**src/rtl/pwm_cfg_sequencer.sv**
```systemverilog
// pwm_cfg_sequencer: buffers decoded register writes in a FIFO and applies them
// to the active PWM configuration atomically on a period boundary.
module pwm_cfg_sequencer #(
    parameter int NCH   = 4,
    parameter int DW    = 8,
    parameter int DEPTH = 4
) (
    input  logic              clk,
    input  logic              rst,
    input  logic              wr_valid,
    output logic              wr_ready,
    input  logic [3:0]        wr_addr,
    input  logic [DW-1:0]     wr_data,
    input  logic              period_end,
    input  logic              clr_err,
    output logic [DW-1:0]     cfg_period,
    output logic [NCH*DW-1:0] cfg_duty,
    output logic [NCH-1:0]    cfg_en,
    output logic              commit,
    output logic              busy,
    output logic              err
);
    localparam int AW = $clog2(DEPTH);

    typedef enum logic {IDLE, ARMED} state_t;

    state_t              state_q;
    logic [3:0]          addr_mem [DEPTH];
    logic [DW-1:0]       data_mem [DEPTH];
    logic [AW:0]         wptr_q, rptr_q;
    logic                dirty_q, err_q, err_d, commit_q;
    logic [DW-1:0]       sh_period_q, period_q;
    logic [NCH-1:0]      sh_en_q, en_q;
    logic [NCH*DW-1:0]   sh_duty_q, duty_q;
    logic                empty, full, push, pop, is_data;
    logic [3:0]          pop_addr;
    logic [DW-1:0]       pop_data;

    assign empty    = wptr_q == rptr_q;
    assign full     = (wptr_q[AW] != rptr_q[AW]) && (wptr_q[AW-1:0] == rptr_q[AW-1:0]);
    assign wr_ready = !full;
    assign push     = wr_valid && !full;
    assign pop      = (state_q == IDLE) && !empty;
    assign pop_addr = addr_mem[rptr_q[AW-1:0]];
    assign pop_data = data_mem[rptr_q[AW-1:0]];
    assign is_data  = pop_addr <= 4'(NCH + 1);
    // a new invalid drain outranks a simultaneous clear
    assign err_d    = (pop && !is_data && pop_addr != 4'hF) || (err_q && !clr_err);

    assign cfg_period = period_q;
    assign cfg_duty   = duty_q;
    assign cfg_en     = en_q;
    assign commit     = commit_q;
    assign err        = err_q;
    assign busy       = !empty || state_q != IDLE;

    always_ff @(posedge clk) begin
        if (push) begin
            addr_mem[wptr_q[AW-1:0]] <= wr_addr;
            data_mem[wptr_q[AW-1:0]] <= wr_data;
        end
    end

    always_ff @(posedge clk) begin
        if (rst) begin
            wptr_q      <= '0;
            rptr_q      <= '0;
            state_q     <= IDLE;
            dirty_q     <= 1'b0;
            err_q       <= 1'b0;
            commit_q    <= 1'b0;
            sh_period_q <= '1;
            sh_en_q     <= '0;
            sh_duty_q   <= '0;
            period_q    <= '1;
            en_q        <= '0;
            duty_q      <= '0;
        end else begin
            commit_q <= 1'b0;
            err_q    <= err_d;
            if (push) wptr_q <= wptr_q + (AW+1)'(1);
            if (pop) begin
                rptr_q <= rptr_q + (AW+1)'(1);
                if (pop_addr == 4'h0) sh_period_q <= pop_data;
                if (pop_addr == 4'h1) sh_en_q <= NCH'(pop_data);
                for (int i = 0; i < NCH; i++)
                    if (pop_addr == 4'(i + 2)) sh_duty_q[i*DW +: DW] <= pop_data;
                if (is_data) dirty_q <= 1'b1;
                if (pop_addr == 4'hF && dirty_q) state_q <= ARMED;
            end
            if (state_q == ARMED && period_end) begin
                period_q <= sh_period_q;
                en_q     <= sh_en_q;
                duty_q   <= sh_duty_q;
                dirty_q  <= 1'b0;
                commit_q <= 1'b1;
                state_q  <= IDLE;
            end
        end
    end
endmodule

```
**config.mk**
```make
export PLATFORM = sky130hd
export DESIGN_NAME = pwm_cfg_sequencer
export DESIGN_NICKNAME = d
export VERILOG_FILES = /design/src/rtl/pwm_cfg_sequencer.sv
export SDC_FILE = /design/constraint.sdc
export NUM_CORES = 1
export LEC_CHECK = 0
export CAP_MARGIN = 20
export CORE_MARGIN = 2
export CORE_UTILIZATION = 40
export CTS_BUF_LIST = sky130_fd_sc_hd__clkbuf_8
export CTS_CLUSTER_DIAMETER = 30
export DETAILED_ROUTE_END_ITERATION = 8
export DONT_BUFFER_PORTS = 1
export GPL_ROUTABILITY_DRIVEN = 1
export HOLD_SLACK_MARGIN = 0.03
export PLACE_DENSITY = 0.63
export REMOVE_ABC_BUFFERS = 1
export SYNTH_ARGS = -nofsm -noshare
export SYNTH_HDL_FRONTEND = slang
export SYNTH_SLANG_ARGS = --single-unit
```
**constraint.sdc**
```tcl
create_clock -name clk -period 2.9 [get_ports clk]
set_input_delay 0.29 -clock clk [delete_from_list [all_inputs] [get_ports clk]]
set_output_delay 0.29 -clock clk [all_outputs]
set_load 0.01 [all_outputs]
```
==> results.txt, run 1 <==
CTS tree -> built
Primary FF master, synth -> dfxtp_1
# diodes -> 0
Max H-tree Level -> 4
post-synthesis sequential area ratio -> 64.2%
largest net degree at the start of global routing -> 47
Fin. Hold Viols -> 0
cell row count -> 42
Setup violations, final -> 0
clock insertion delay at the later pin of the skew report -> 0.44 ns
maximum fanout along the worst path -> 12
ranking of synthesized cells by area -> dfxtp_1 (37%), edfxtp_1 (27%), mux2i_1 (7.5%)
footprint of the multi-input gates -> 0.00182 sq mm
synthesis-stage register bit count -> 148
DR WL/cell -> 17.0 um
vias post-DR -> 3128
Final period util -> 76.8%
post-DP HPWL -> 6.87 mm
Critical Path End Type -> flip-flop
Fillers -> 1190
Core Region -> 0.0132 sq mm
max-cap violation count -> 0
Top delay family on crit path -> compound AO/OA/AOI/OAI gates
Post-CTS Repair Setup Buffers -> 0
distinct cell type count after synthesis -> 36
Slowest-stage cell, CP -> a311oi_4
Max VDD drop -> 0.000757 V
CP bufs+invs -> 1
Clock Path Buffers -> 2
global-route wire length before repair -> 16.4 mm
Starting Density -> 40.7%
root buf cell -> clkbuf_8
post-CTS sizing -> 0
Initial DRC Count -> 135
Min-Delay Path Class -> input pin to flip-flop
GR Overflow Total -> 0
Via density -> 5.22
ratio of cells with drive above 1 in the final layout -> 15.4%
required time worst endpoint -> 3.26 ns
WP data arrival -> 2.59 ns
Post-synth ARST share -> 0%
IO Port Bufs -> 0
Yosys top cell area share -> 37.3%
worst slew pin tran -> 0.642 ns
mapped cell area -> 0.00537 sq mm
drt drc -> 0
Startpoint Class -> flip-flop
vias in the first global route -> 3105
CP max stage delay -> 0.59 ns
Avg Cell Area, Syn -> 13.7 sq um
Layout Nets -> 432
area grow syn2layout -> 13.6%
clock sinks -> 148
cell count after synthesis -> 391
headroom to the max-slew limit -> 57.2%
die extent in x -> 120 um
Post-Route WL -> 10.2 mm
fmax -> 449 MHz
Die H -> 120 um
Yosys top cell by area -> dfxtp_1
Post-Route Setup TNS -> 0 ns
First-pass DRT Iterations -> 4
Max Slew Vio Count -> 0
Post-DRT Antenna Nets -> 0
Worst-path clk slew -> 0.09 ns
RSZ-0062 raised after global routing -> false
status -> finished, final reports clean
fin util -> 46.2%
Clock Skews -> 0.0135 ns
I/O pin count -> 65
min Tclk post-route -> 2.23 ns
cell chain of the critical path -> mux4_2 -> a311oi_4 -> buf_4 -> a311oi_1 -> a41oi_1
Total GRT Usage -> 15.0%
initial antenna violation count -> 0
leak pwr -> 2.34 nW
Post-synth EDFFs -> 48
pwr dens -> 833 mW/mm^2
FF+latch area -> 0.00344 sq mm
die area -> 0.0144 sq mm
Critical Setup Path Class -> flip-flop to flip-flop
synth warn -> 0
RePlAce Congestion -> 0.768
CTS Buf Count -> 17
-- cell families (layout without fill, tap and decap cells) --
| family | Yosys count | in the layout | synth area share, % |
|---|---|---|---|
| flip-flops | 148 | 148 | 64.2 |
| AND/OR/NAND/NOR | 81 | 81 | 7.30 |
| AO/OA/AOI/OAI | 72 | 72 | 11.6 |
| multiplexers | 53 | 53 | 12.7 |
| buffers and inverters | 26 | 58 | 2.03 |
| XOR/XNOR | 6 | 6 | 0.979 |
| adder cells (fa/ha/maj) | 5 | 5 | 1.17 |
-- registers in the layout, summed over array words and instances, names as in the netlist, 3 cells and up, named ones only --
| register | count |
|---|---|
| sh_duty_q | 32 |
| data_mem | 32 |
| addr_mem | 16 |
| sh_period_q | 8 |
| wptr_q | 3 |
| cfg_duty | 32 |
| cfg_en | 4 |
| cfg_period | 8 |
| sh_en_q | 4 |
| rptr_q | 3 |
-- worst reg2reg max path, cell delays in order (launching register included) --
cell      delay (ns)
edfxtp_1        0.38
mux4_2          0.58
a311oi_4        0.59
buf_4           0.29
a311oi_1        0.11
a41oi_1         0.20
-- power by group --
part,total (W),internal [W],switching (W)
clock,0.00159,0.000822,0.000766
sequential,0.00239,0.00230,0.0000881
combinational,0.00110,0.000431,0.000672
-- cells in the final DEF, fill, tap and decap left out, drive strengths merged, types with 11 or more instances in the layout --
master	count
nand2	47
clkbuf	19
a22o	36
dfxtp	100
dlygate4sd3	13
inv	11
mux4	12
nor2	16
edfxtp	48
mux2i	40
-- layout make-up --
class | instances | area share, %
repair buffers | 21 | 3.12
clock buffers | 19 | 4.29
multi-input cells | 217 | 29.8
inverters | 5 | 0.308
clock inverters | 13 | 2.36
flip-flops and latches | 148 | 56.5
well taps | 176 | 3.61
-- repair_timing --
action,in CTS,in global routing
hold endpoints to repair,58,0
hold buffers,13,0
endpoints found under the setup margin,0,0
-- stage by stage --
step | std cells | instance area (sq um) | worst slack [ns] | total power [W] | hold slack, ns
after floorplan | 370 | 5280 | 0.254 | 0.00321 | 0.359
after global placement | 554 | 5560 | 0.734 | 0.00349 | 0.362
after detailed placement | 554 | 5560 | 0.658 | 0.00353 | 0.365
after CTS | 599 | 6090 | 0.654 | 0.00514 | 0.0313
after global routing | 599 | 6090 | 0.488 | 0.00533 | 0.0441
final | 599 | 6090 | 0.672 | 0.00508 | 0.0693
-- path summary, 6_finish.rpt --
kind / from / end / slack (ns) / cells after the start
max: addr_mem[3][1] / sh_period_q[4] / 0.67 / 5
min: rst / sh_period_q[6] / 0.07 / 2
min reg2reg: sh_duty_q[24] / sh_duty_q[24] / 0.46 / 2
max reg2reg: addr_mem[3][1] / sh_period_q[4] / 0.67 / 5
-- per-layer routing --
layer / vias to the layer above / GRT usage [%] / wire length (um)
met2: 74 / 23.0 / 4900
met1: 1531 / 19.2 / 4600
met5: - / 0 / 0
li1: 1512 / - / -
met3: 11 / 5.61 / 506
met4: 0 / 6.25 / 147
-- cell usage after synthesis, types with 3 or more instances --
cell type  number
clkbuf_1       14
nor2_1         15
inv_1           4
a31oi_1         3
mux2i_1        40
a311oi_1        8
nand2_1        47
buf_2           3
mux4_2         12
buf_1           3
a41oi_1         8
a21oi_1         5
o22a_1          8
nand3_1         3
xnor2_1         5
and2_1          4
a22o_1         36
ha_1            5
edfxtp_1       48
dfxtp_1       100
No activity file was read; power rests on OpenSTA's default activity.
==> run 2, diff against run 1 <==
--- a/config.mk
+++ b/config.mk
@@ -5,6 +5,7 @@
 export SDC_FILE = /design/constraint.sdc
 export NUM_CORES = 1
 export LEC_CHECK = 0
+export ABC_AREA = 1
 export CAP_MARGIN = 20
 export CORE_MARGIN = 2
 export CORE_UTILIZATION = 40
==> constraint.sdc (replaced) <==
create_clock -name clk -period 2.2 [get_ports clk]
set_input_delay 0.22 -clock clk [delete_from_list [all_inputs] [get_ports clk]]
set_output_delay 0.22 -clock clk [all_outputs]
set_load 0.01 [all_outputs]
==> run 2 against run 1 <==
Net effect: count of clock-buffer cells in the layout unchanged; power is 49% higher; non-clock buffer count increased by 7; wire length increased by 17%; combinational power increased by 100%; core utilization decreased by 0.95 points; register-to-register slack worse by 0.55 ns; largest cell class unchanged.
==> results.txt, run 2 <==
Post-CTS Repair Setup Buffers -> 0 (unchanged)
IO Port Bufs -> 0 (unchanged)
CP bufs+invs -> 2 (+1)
placed cells -> 812 (+47%)
# diodes -> 0 (unchanged)
CP max stage delay -> 0.56 ns (-0.03 ns)
Worst-path clk slew -> 0.08 ns (about the same)
ranking of synthesized cells by area -> dfxtp_1 (34%), edfxtp_1 (25%), nand2_1 (11%)
fmax -> 480 MHz (+7.1%)
Startpoint Class -> flip-flop
WP data arrival -> 2.41 ns (-0.18 ns)
cell row count -> 44 (+4.8%)
GR Overflow Total -> 0 (unchanged)
Min-Delay Path Class -> input pin to flip-flop
Die H -> 125 um (+3.9%)
Post-Route WL -> 11.8 mm (+17%)
First-pass DRT Iterations -> 5 (+1)
min Tclk post-route -> 2.08 ns (-0.147 ns)
drt drc -> 0 (unchanged)
Post-Place Worst Slack -> 0.412 ns (-0.246 ns)
Critical Setup Path Class -> flip-flop to flip-flop
required time worst endpoint -> 2.53 ns (-0.73 ns)
Max H-tree Level -> 4 (unchanged)
worst slew pin tran -> 0.646 ns (+0.00435 ns)
clock sinks -> 148 (unchanged)
Via density -> 4.76 (-8.9%)
most frequent cells in the layout -> nand2_1 (176), dfxtp_1 (98), nor2_1 (82), inv_1 (51), edfxtp_1 (48)
most frequent cells after synthesis -> nand2_1 (177), dfxtp_1 (100), nor2_1 (82), inv_1 (50), edfxtp_1 (48)
Critical Path End Type -> flip-flop
Design Power -> 0.00755 W (+49%)
clock insertion delay at the later pin of the skew report -> 0.45 ns (about the same)
vias post-DR -> 4083 (+31%)
Clock Path Buffers -> 2 (unchanged)
post-DP HPWL -> 8.29 mm (+21%)
mapped cell area -> 0.00581 sq mm (+8.3%)
global-route wire length before repair -> 19.8 mm (+21%)
Initial DRC Count -> 250 (+85%)
Fin. Hold Viols -> 0 (unchanged)
RSZ-0062 raised after global routing -> false
Non-Filler Instances -> 858 (+43%)
Yosys top cell by area -> dfxtp_1
I/O pin count -> 65 (unchanged)
die area -> 0.0155 sq mm (+8.0%)
Max Slew Vio Count -> 0 (unchanged)
cell count after synthesis -> 640 (+64%)
max-cap violation count -> 0 (unchanged)
Avg Cell Area, Syn -> 9.08 sq um (-34%)
Top delay family on crit path -> buffers and inverters
commonest non-fill, non-tap cell in the layout -> nand2_1
final worst slack -> 0.119 ns (-0.553 ns)
post-synthesis sequential area ratio -> 59.3% (-4.9 points)
Starting Density -> 40.4% (-0.24 points)
cell chain of the critical path -> buf_4 -> nand2_1 -> nand3_1 -> nand2_2 -> nor2_1 -> nand2_1 -> nand3_1 -> a21oi_1 -> dlygate4sd3_1
vias in the first global route -> 3944 (+27%)
Post-synth EDFFs -> 48 (unchanged)
most frequent cell after synthesis -> nand2_1
Primary FF master, synth -> dfxtp_1
DR WL/cell -> 13.8 um (-19%)
Clock Skews -> 0.0152 ns (+0.00171 ns)
Post-DRT Antenna Nets -> 0 (unchanged)
Total GRT Usage -> 16.1% (+1.0 points)
Yosys top cell area share -> 34.5% (-2.9 points)
root buf cell -> clkbuf_8
synth warn -> 0 (unchanged)
die extent in x -> 125 um (+3.9%)
ratio of cells with drive above 1 in the final layout -> 12.0% (-3.3 points)
Layout Nets -> 683 (+58%)
pwr dens -> 1160 mW/mm^2 (+39%)
area grow syn2layout -> 11.9%
largest net degree at the start of global routing -> 46 (-2.1%)
leak pwr -> 2.75 nW (+17%)
Final period util -> 94.6% (+18 points)
maximum fanout along the worst path -> 24 (+12)
synthesis-stage register bit count -> 148 (unchanged)
initial antenna violation count -> 0 (unchanged)
Post-Route Setup TNS -> 0 ns (unchanged)
Setup violations, final -> 0 (unchanged)
Core Region -> 0.0144 sq mm (+8.9%)
fin util -> 45.3% (-0.95 points)
CTS tree -> built
RePlAce Congestion -> 0.779 (+1.5%)
distinct cell type count after synthesis -> 30 (-17%)
Max VDD drop -> 0.000447 V (-41%)
headroom to the max-slew limit -> 56.9% (-0.29 points)
CTS Buf Count -> 17 (unchanged)
Slowest-stage cell, CP -> dlygate4sd3_1
Post-synth ARST share -> 0% (unchanged)
status -> finished, final reports clean
-- run 2: worst register-to-register path: cells and delay by family, from the launching register on --
family / cells / cell delay (ns)
buffers and inverters: 2 / 0.85
AND/OR/NAND/NOR: 6 / 0.68
flip-flops: 1 / 0.38
AO/OA/AOI/OAI: 1 / 0.07
-- run 2: final cells by class --
cell class	instances	area, sq um
flip-flops and latches	148	3450
multi-input cells	410	1980
clock buffers	19	262
inverters	56	215
clock inverters	13	121
well taps	184	230
fillers	1373	7870
repair buffers	28	245
-- run 2: path summary, 6_finish.rpt --
kind,start,end,slack [ns],depth (start not counted)
max,flip-flop,err,0.12,9
min,wr_valid,wptr_q[1],0.11,2
max reg2reg,flip-flop,err,0.12,9
min reg2reg,sh_period_q[0],sh_period_q[0],0.47,2
-- run 2: kinds of logic (layout without fill, tap and decap cells) --
family,Yosys count,in the layout,synth area share (%)
buffers and inverters,82,116,6.65
AO/OA/AOI/OAI,73,73,7.32
adder cells (fa/ha/maj),5,5,1.08
flip-flops,148,148,59.3
AND/OR/NAND/NOR,332,332,25.7
-- run 2: what timing repair did --
item                       in CTS  in global routing
setup endpoints to repair       0                  1
hold buffers                   14                  0
resized for setup               0                  3
hold endpoints to repair       56                  0
-- run 2: report_power, final --
| group | internal [W] | switching (W) |
|---|---|---|
| clock network | 0.000970 | 0.00103 |
| logic | 0.000672 | 0.00157 |
| registers | 0.00315 | 0.000156 |
| total | 0.00479 | 0.00276 |
-- run 2: metal layers --
metal	vias up	part of all wire (%)	track usage, %
met5	-	0	0
met3	15	6.2	5.58
met2	105	46	25.3
li1	2099	-	-
met1	1864	46	20.3
met4	0	1.6	6.28
-- run 2: stage by stage --
step | hold WS, ns | area (sq um)
after global routing | 0.124 | 6500
final | 0.114 | 6500
after detailed placement | 0.292 | 5970
after floorplan | 0.289 | 5640
after CTS | 0.0789 | 6500
after global placement | 0.291 | 5970
